## config.mk

```make
export PLATFORM = sky130hd
export DESIGN_NAME = mbist_seq_fsm
export DESIGN_NICKNAME = d
export VERILOG_FILES = /design/src/rtl/mbist_seq_fsm.sv
export SDC_FILE = /design/constraint.sdc
export NUM_CORES = 1
export LEC_CHECK = 0
export BUFFER_PORTS_ARGS = -buffer_cell sky130_fd_sc_hd__buf_2
export CORE_AREA = 2 2 64 60
export DETAILED_ROUTE_END_ITERATION = 10
export DIE_AREA = 0 0 66 62
export GPL_ROUTABILITY_DRIVEN = 0
export SETUP_SLACK_MARGIN = 0.4
export SLEW_MARGIN = 20
export SYNTH_ARGS = -nofsm -noshare
export SYNTH_HDL_FRONTEND = slang
export SYNTH_SLANG_ARGS = --single-unit
export TNS_END_PERCENT = 10
```

## constraint.sdc

```tcl
create_clock -name clk -period 2 [get_ports clk]
set_clock_uncertainty 0.2 [all_clocks]
set_input_delay 0.6 -clock clk [delete_from_list [all_inputs] [get_ports clk]]
set_output_delay 0.6 -clock clk [all_outputs]
set_load 0.02 [all_outputs]
```

## src/rtl/mbist_seq_fsm.sv

```systemverilog
// mbist_seq_fsm: MBIST CMD/WAIT/CMP phase sequencer; define MBIST_ERR_DIAG_EN to enable stop_on_err and err_cnt
module mbist_seq_fsm #(
  parameter int RD_LAT     = 1,
  parameter int ERR_CNT_WD = 8
) (
  input  logic                  clk,
  input  logic                  rst_n,
  input  logic                  bist_run,
  input  logic                  stop_on_err,
  input  logic                  cmp_err,
  input  logic                  op_reverse,
  input  logic                  last_op,
  input  logic                  last_addr,
  input  logic                  last_sti,
  input  logic                  last_pat,
  output logic                  cmd_phase,
  output logic                  wait_phase,
  output logic                  cmp_phase,
  output logic                  run_op,
  output logic                  run_addr,
  output logic                  run_sti,
  output logic                  run_pat,
  output logic                  bist_done,
  output logic                  bist_busy,
  output logic [ERR_CNT_WD-1:0] err_cnt
);
  typedef enum logic [2:0] {IDLE, CMD, WAIT, CMP, DONE} state_t;
  localparam logic [2:0] WAIT_INIT = 3'(RD_LAT > 1 ? RD_LAT - 2 : 0);
  state_t     state_q, state_d;
  logic [2:0] wcnt_q, wcnt_d;
  logic       term_q, term_d;
  logic [8:0] out_q, out_d;
  logic       stop, all_last, enter_cmp;
  assign all_last  = last_op & last_addr & last_sti & last_pat;
  assign enter_cmp = state_d == CMP;
  assign {cmd_phase, wait_phase, cmp_phase, run_op, run_addr, run_sti, run_pat, bist_done, bist_busy} = out_q;
  always_comb begin
    state_d = state_q;
    wcnt_d  = wcnt_q;
    if (!bist_run) begin
      state_d = IDLE;
      wcnt_d  = '0;
    end else if (stop && cmp_err && state_q inside {CMD, WAIT, CMP}) begin
      state_d = DONE;
    end else begin
      case (state_q)
        IDLE: state_d = CMD;
        CMD: begin
          state_d = RD_LAT > 1 ? WAIT : CMP;
          wcnt_d  = WAIT_INIT;
        end
        WAIT: begin
          state_d = wcnt_q == '0 ? CMP : WAIT;
          wcnt_d  = wcnt_q == '0 ? '0 : wcnt_q - 3'd1;
        end
        CMP:     state_d = term_q ? DONE : CMD;
        default: state_d = state_q;
      endcase
    end
    term_d = enter_cmp ? all_last : term_q;
    out_d  = {state_d == CMD, state_d == WAIT, state_d == CMP,
              enter_cmp & ~all_last,
              enter_cmp & ~all_last & last_op & ~(last_addr & op_reverse),
              enter_cmp & ~all_last & last_op & last_addr,
              enter_cmp & ~all_last & last_op & last_addr & last_sti,
              state_d == DONE, state_d inside {CMD, WAIT, CMP}};
  end
  always_ff @(posedge clk or negedge rst_n)
    if (!rst_n) begin
      state_q <= IDLE;
      wcnt_q  <= '0;
      term_q  <= 1'b0;
      out_q   <= '0;
    end else begin
      state_q <= state_d;
      wcnt_q  <= wcnt_d;
      term_q  <= term_d;
      out_q   <= out_d;
    end
`ifdef MBIST_ERR_DIAG_EN
  logic [ERR_CNT_WD-1:0] err_q, err_d;
  assign stop    = stop_on_err;
  assign err_cnt = err_q;
  always_comb
    err_d = state_q == IDLE && bist_run ? '0 :
            cmp_err && ~&err_q          ? err_q + ERR_CNT_WD'(1) : err_q;
  always_ff @(posedge clk or negedge rst_n)
    if (!rst_n) err_q <= '0;
    else        err_q <= err_d;
`else
  assign stop    = stop_on_err | 1'b1;
  assign err_cnt = '0;
`endif
endmodule

```

Yosys cells after proc, flatten, opt, wreduce, memory -nomap -nowiden
Index checks and enable logic that the tools add are counted.

Muxes and demuxes: 9. Bitwise logic cells: 11. Eq/ne operators: 9. $add $sub $neg: 1. Reductions and logical operators: 6.

Operators with widths (count): 3-bit two-way mux (6); 3-bit by 2-bit equality test with 1-bit output, second input constant (4); 3-bit one-hot mux with 4 select lines (1); 1-bit bitwise AND (9); 3-bit by 1-bit equality test with 1-bit output, second input constant (2); 3-bit zero test (2); 3-bit one-hot mux with 2 select lines (1); 3-bit nonzero test (2); 3-bit equality test, second input constant (1); 3-bit by 1-bit != test with 1-bit output, second input constant (1); 3-bit by 1-bit subtractor with 3-bit output, second input constant (1); 2-bit != test, second input constant (1); 1-bit NOT (2); 2-bit AND reduction (1); 1-bit logical AND (1); 1-bit two-way mux (1).

Word-level logic and storage cells: 40. Flip-flop bits (word level): 16. Input bits: 10.

Logic depth before layout (Yosys ltp)
Word-level depth: 10. Mapped depth: 4. Mapped depth without buffers: 3.

Least setup slack after synthesis
No wires, ideal clock.

Path type: input to register. From: input port cmp_err. To: register term_q. Path slack: 211 ps. Arrival: 1465 ps. Stages on the path: 4. Cell sequence: buf_4 > nor2_1 > o2111ai_2 > mux2_2.

Word-level cells in the longest chain between the ends: 4.

Ends and longest elaborated chain: from (decl) (line 10) `input logic cmp_err,`; 1-bit logical AND (line 43) `end else if (stop && cmp_err && state_q inside {CMD, WAIT, CMP}) begin`; 3-bit two-way mux (line 43); 3-bit two-way mux (line 40) `if (!bist_run) begin`; 3-bit by 2-bit equality test with 1-bit output (line 35) `assign enter_cmp = state_d == CMP;`; to (signal assigned) (line 77) `term_q <= term_d;`; to (decl) (line 31) `logic term_q, term_d;`.

No other way between the ends. A chain may end at the register's enable or synchronous reset.

Final worst setup path
From: register state_q[1]. To: register term_q.

Word-level cells in the longest chain between the ends: 6. Elaborated cells on any way between the ends: 10. Those cells by class: eq/ne (4); mux (3); reduce/logical (3).

Ends and longest elaborated chain: from (decl) (line 29) `state_t state_q, state_d;`; from (signal assigned) (line 75) `state_q <= state_d;`; 3-bit by 1-bit equality test with 1-bit output / 3-bit by 2-bit equality test with 1-bit output (equally long branches) (line 43, 46); 3-bit nonzero test (line 43); 1-bit logical AND (line 43); 3-bit two-way mux * (line 43); 3-bit two-way mux * (line 40); 3-bit by 2-bit equality test with 1-bit output * (line 35).

Mark *: on every way between the ends. The rest lies on a longest branch, timed or not.

==> implementation parameters <==
Parameter                              Value

Yosys
  Complex-gate fraction of the synthesized area    15.19%
  Xor and xnor fraction of the mapped netlist area    1.053%
  Post-synthesis cell type with the largest combined area    sky130_fd_sc_hd__dfrtp_1
  Simple-gate portion of the synthesized area    20.75%
  Post-synthesis instance total    80
  Number of enable flip-flop cells after synthesis    0
  Top cells by area, synth    sky130_fd_sc_hd__dfrtp_1, sky130_fd_sc_hd__buf_4, sky130_fd_sc_hd__nor2_1, sky130_fd_sc_hd__mux2_2, sky130_fd_sc_hd__nand2_1
  Main combinational cell family by area after synthesis    simple AND/OR/NAND/NOR gates
  Number of different library cells in the post-synthesis netlist    30
  Post-synthesis sequential area ratio    48.12%
  Mux share of post-synthesis cell area    2.707%
  Number of storage elements in the synthesis netlist    16
  Cell area after synthesis    832.0 um2
  Top post-synthesis cells by count    sky130_fd_sc_hd__dfrtp_1, sky130_fd_sc_hd__buf_4, sky130_fd_sc_hd__nor2_1, sky130_fd_sc_hd__nand2_1
  Arithmetic-cell share of the synthesized area counting full adders, half adders and majority gates    0%
  Most frequently used cell type in the post-synthesis netlist    sky130_fd_sc_hd__dfrtp_1
  Share of synthesized flip-flops with an asynchronous set or reset    100.0%
  Area share of the leading cell type in the synthesized netlist    48.12%
  Synth warnings    0
  Primary FF master, synth    sky130_fd_sc_hd__dfrtp_1
  Mean area per synthesized cell    10.40 um2

Route
  Wire length reported by the detailed router    1887 um
  Routed len/inst    12.66 um
  Vias/cell    4.362
  Drt pass-1 iters    4
  ANT nets after route    0
  Iter 0 DRT Violations    8
  Number of remaining DRC errors    0
  Via total after detailed routing    650

Die
  Number of top-level design ports    27
  Core Rows    21
  Die Wd    66 um
  Core Footprint    3521 um2
  Area of the die    4092 um2
  Chip Height    62 um
  Initial Util    23.63%

Critical path
  Crit path cell chain    xor2_2, o2111ai_4, mux2_4
  Endpoint required time on the critical path    1.93 ns
  Worst Path Class, Setup    reg -> reg
  Highest net fanout along the worst path    7
  Critical path launch point type    register
  Type of destination of the critical path    register
  Crit path DAT    1.53 ns
  Highest cell delay on the worst timing path    0.46 ns
  Cell at the slowest stage of the critical path    sky130_fd_sc_hd__dfrtp_2

Worst hold path
  Min-Delay Path Class    in -> async

CTS
  Clock tree from TritonCTS    built
  Clock-pin slew on the worst setup and hold paths    0.06 ns
  Source-to-sink clock delay at the later pin of the worst-skew pair    0.25 ns
  Number of sinks on the clock net    16
  Clock root buffer    sky130_fd_sc_hd__clkbuf_8
  Count of hold buffers inserted by post-cts repair    0
  Clock tree buffer depth    2
  H-tree depth    1
  Number of CTS-inserted buffers    3

Global route
  Antenna violations before repair    0
  Busiest grt layer    met2
  Largest net degree at the start of global routing    17
  Vias in the first global route    672
  Met2 demand-to-capacity share in global routing    17.46%
  GRT Util Overall    9.805%
  Residual overflow from global routing    0
  Met3 global-route usage    2.703%
  GR Layer Usage met1    10.91%
  Global-route wire length before repair    2960 um

Finish
  Fraction of final layout cells sized beyond drive strength 1    41.75%
  Layout filler cell count    375
  Number of diodes added for antenna fixing    0
  Synthesis-to-layout area growth    30.38%
  Final net count    114

Pwr
  Cell area power density    746.0 nW/um2
  Maximum vdd drop    0.1986 mV
  Static leakage    0.5223 nW

STA
  Peak Freq    0.6271 GHz
  Final period utilization    79.74%
  Fin crit period    1.595 ns
  Unrepaired setup endpoints after global routing    yes
  Post-route setup TNS    0 ns
  Final Hold Violating Endpoints    0
  Total of endpoints with negative setup slack in the final report    0
  Worst hold slack after final layout    0.05278 ns
  Max Slew Vio Count    0

Placement
  Number of buffer cells added on primary ports    17
  Placed wire-length estimate after detailed placement    1198 um

Run
  Max-cap viol count    0

Outcome
  Result of the run    finished clean
[through the flow]
stage / std cells / setup slack [ns] / area, um2 / utilization [%] / power (mW)
after floorplan: 87 / 0.3135 / 873.3 / - / 0.4675
after global placement: 139 / 0.1384 / 925.9 / 26.30 / 0.4829
after detailed placement: 139 / 0.1259 / 925.9 / 26.30 / 0.4881
after CTS: 146 / 0.3879 / 1037 / 29.46 / 0.7926
after global routing: 149 / 0.3615 / 1085 / 30.81 / 0.8502
final: 149 / 0.4053 / 1085 / 30.81 / 0.8092
[registers in the layout, summed over array words and instances, names as in the netlist]
signal   cells
out_q        9
term_q       1
state_q      3
wcnt_q       3
[area by class of cell]
type | count | area [um2] | share of cell area [%]
Clock buffer | 4 | 55.05 | 5.075
Inverter | 4 | 15.01 | 1.384
Multi-Input combinational cell | 56 | 420.4 | 38.75
Sequential cell | 16 | 404.1 | 37.25
Tap cell | 46 | 57.56 | 5.306
Timing Repair Buffer | 23 | 132.6 | 12.23
[repair_timing]
| item | in CTS | in global routing |
|---|---|---|
| pin swaps | 0 | 3 |
| setup endpoints to repair | 5 | 8 |
| setup buffers | 3 | 3 |
| gates resized for setup | 7 | 5 |
| cloned | 0 | 0 |
[kinds of logic after synthesis]
family / after synthesis
and+or+nand+nor: 31
AOI/OAI and AO/OA: 14
buffers and inverters: 15
muxes: 2
other: 1
xor gates and xnor gates: 1
DFF: 16
[cells in the final DEF, fill, tap and decap left out, drive strengths merged]
cell / Yosys / routed
buf: 11 / 23
dfrtp: 16 / 16
nor2: 10 / 10
conb: 1 / 8
nand2: 6 / 6
nor3: 5 / 5
inv: 4 / 4
clkbuf: 0 / 4
a22o: 2 / 2
nand2b: 2 / 2
a221oi: 2 / 2
a21oi: 2 / 2
a2111oi: 2 / 2
mux2: 2 / 2
o21bai: 1 / 1
and2b: 1 / 1
and2: 1 / 1
nand3: 1 / 1
a221o: 1 / 1
and3: 1 / 1
a21o: 1 / 1
nor3b: 1 / 1
xor2: 1 / 1
o2111ai: 1 / 1
and4: 1 / 1
nor4b: 1 / 1
nand4bb: 1 / 1
o21a: 1 / 1
a21bo: 1 / 1
[power breakdown]
group / leakage (nW) / internal, mW / switching, mW / total (mW)
Sequential: 0.213 / 0.341 / 0.0169 / 0.358
Clock: 0.0288 / 0.175 / 0.111 / 0.286
Combinational: 0.281 / 0.0668 / 0.0982 / 0.165
[layer usage]
metal  vias to the layer above  wire length (um)  share of wire (%)
met1                       315               749                 40
met5                         -                 0                  0
met2                        21               991                 53
met4                         0                29                1.5
li1                        309                 -                  -
met3                         5               115                6.1
[path summary, 6_finish.rpt]
kind                                 startpoint               endpoint  slack (ns)  cells past startpoint
setup / recovery           state_q[1]$_DFF_PN0_     term_q$_DFFE_PN0P_        0.41                      3
hold / removal                            rst_n  wcnt_q[1]$_DFFE_PN0P_        0.05                      1
setup reg to reg           state_q[1]$_DFF_PN0_     term_q$_DFFE_PN0P_        0.41                      3
hold reg to reg            state_q[0]$_DFF_PN0_     out_q[7]$_DFF_PN0_        0.33                      1
max in group asynchronous                 rst_n   state_q[2]$_DFF_PN0_        1.26                      1
min in group clk                       last_pat     out_q[2]$_DFF_PN0_        0.33                      2
[critical path, delay by kind of cell, from the launching register on]
family | cells | cell delay [ns]
flops | 1 | 0.46
compound gates | 1 | 0.21
xor+xnor | 1 | 0.27
mux | 1 | 0.34
(Power assumes the default switching activity.)
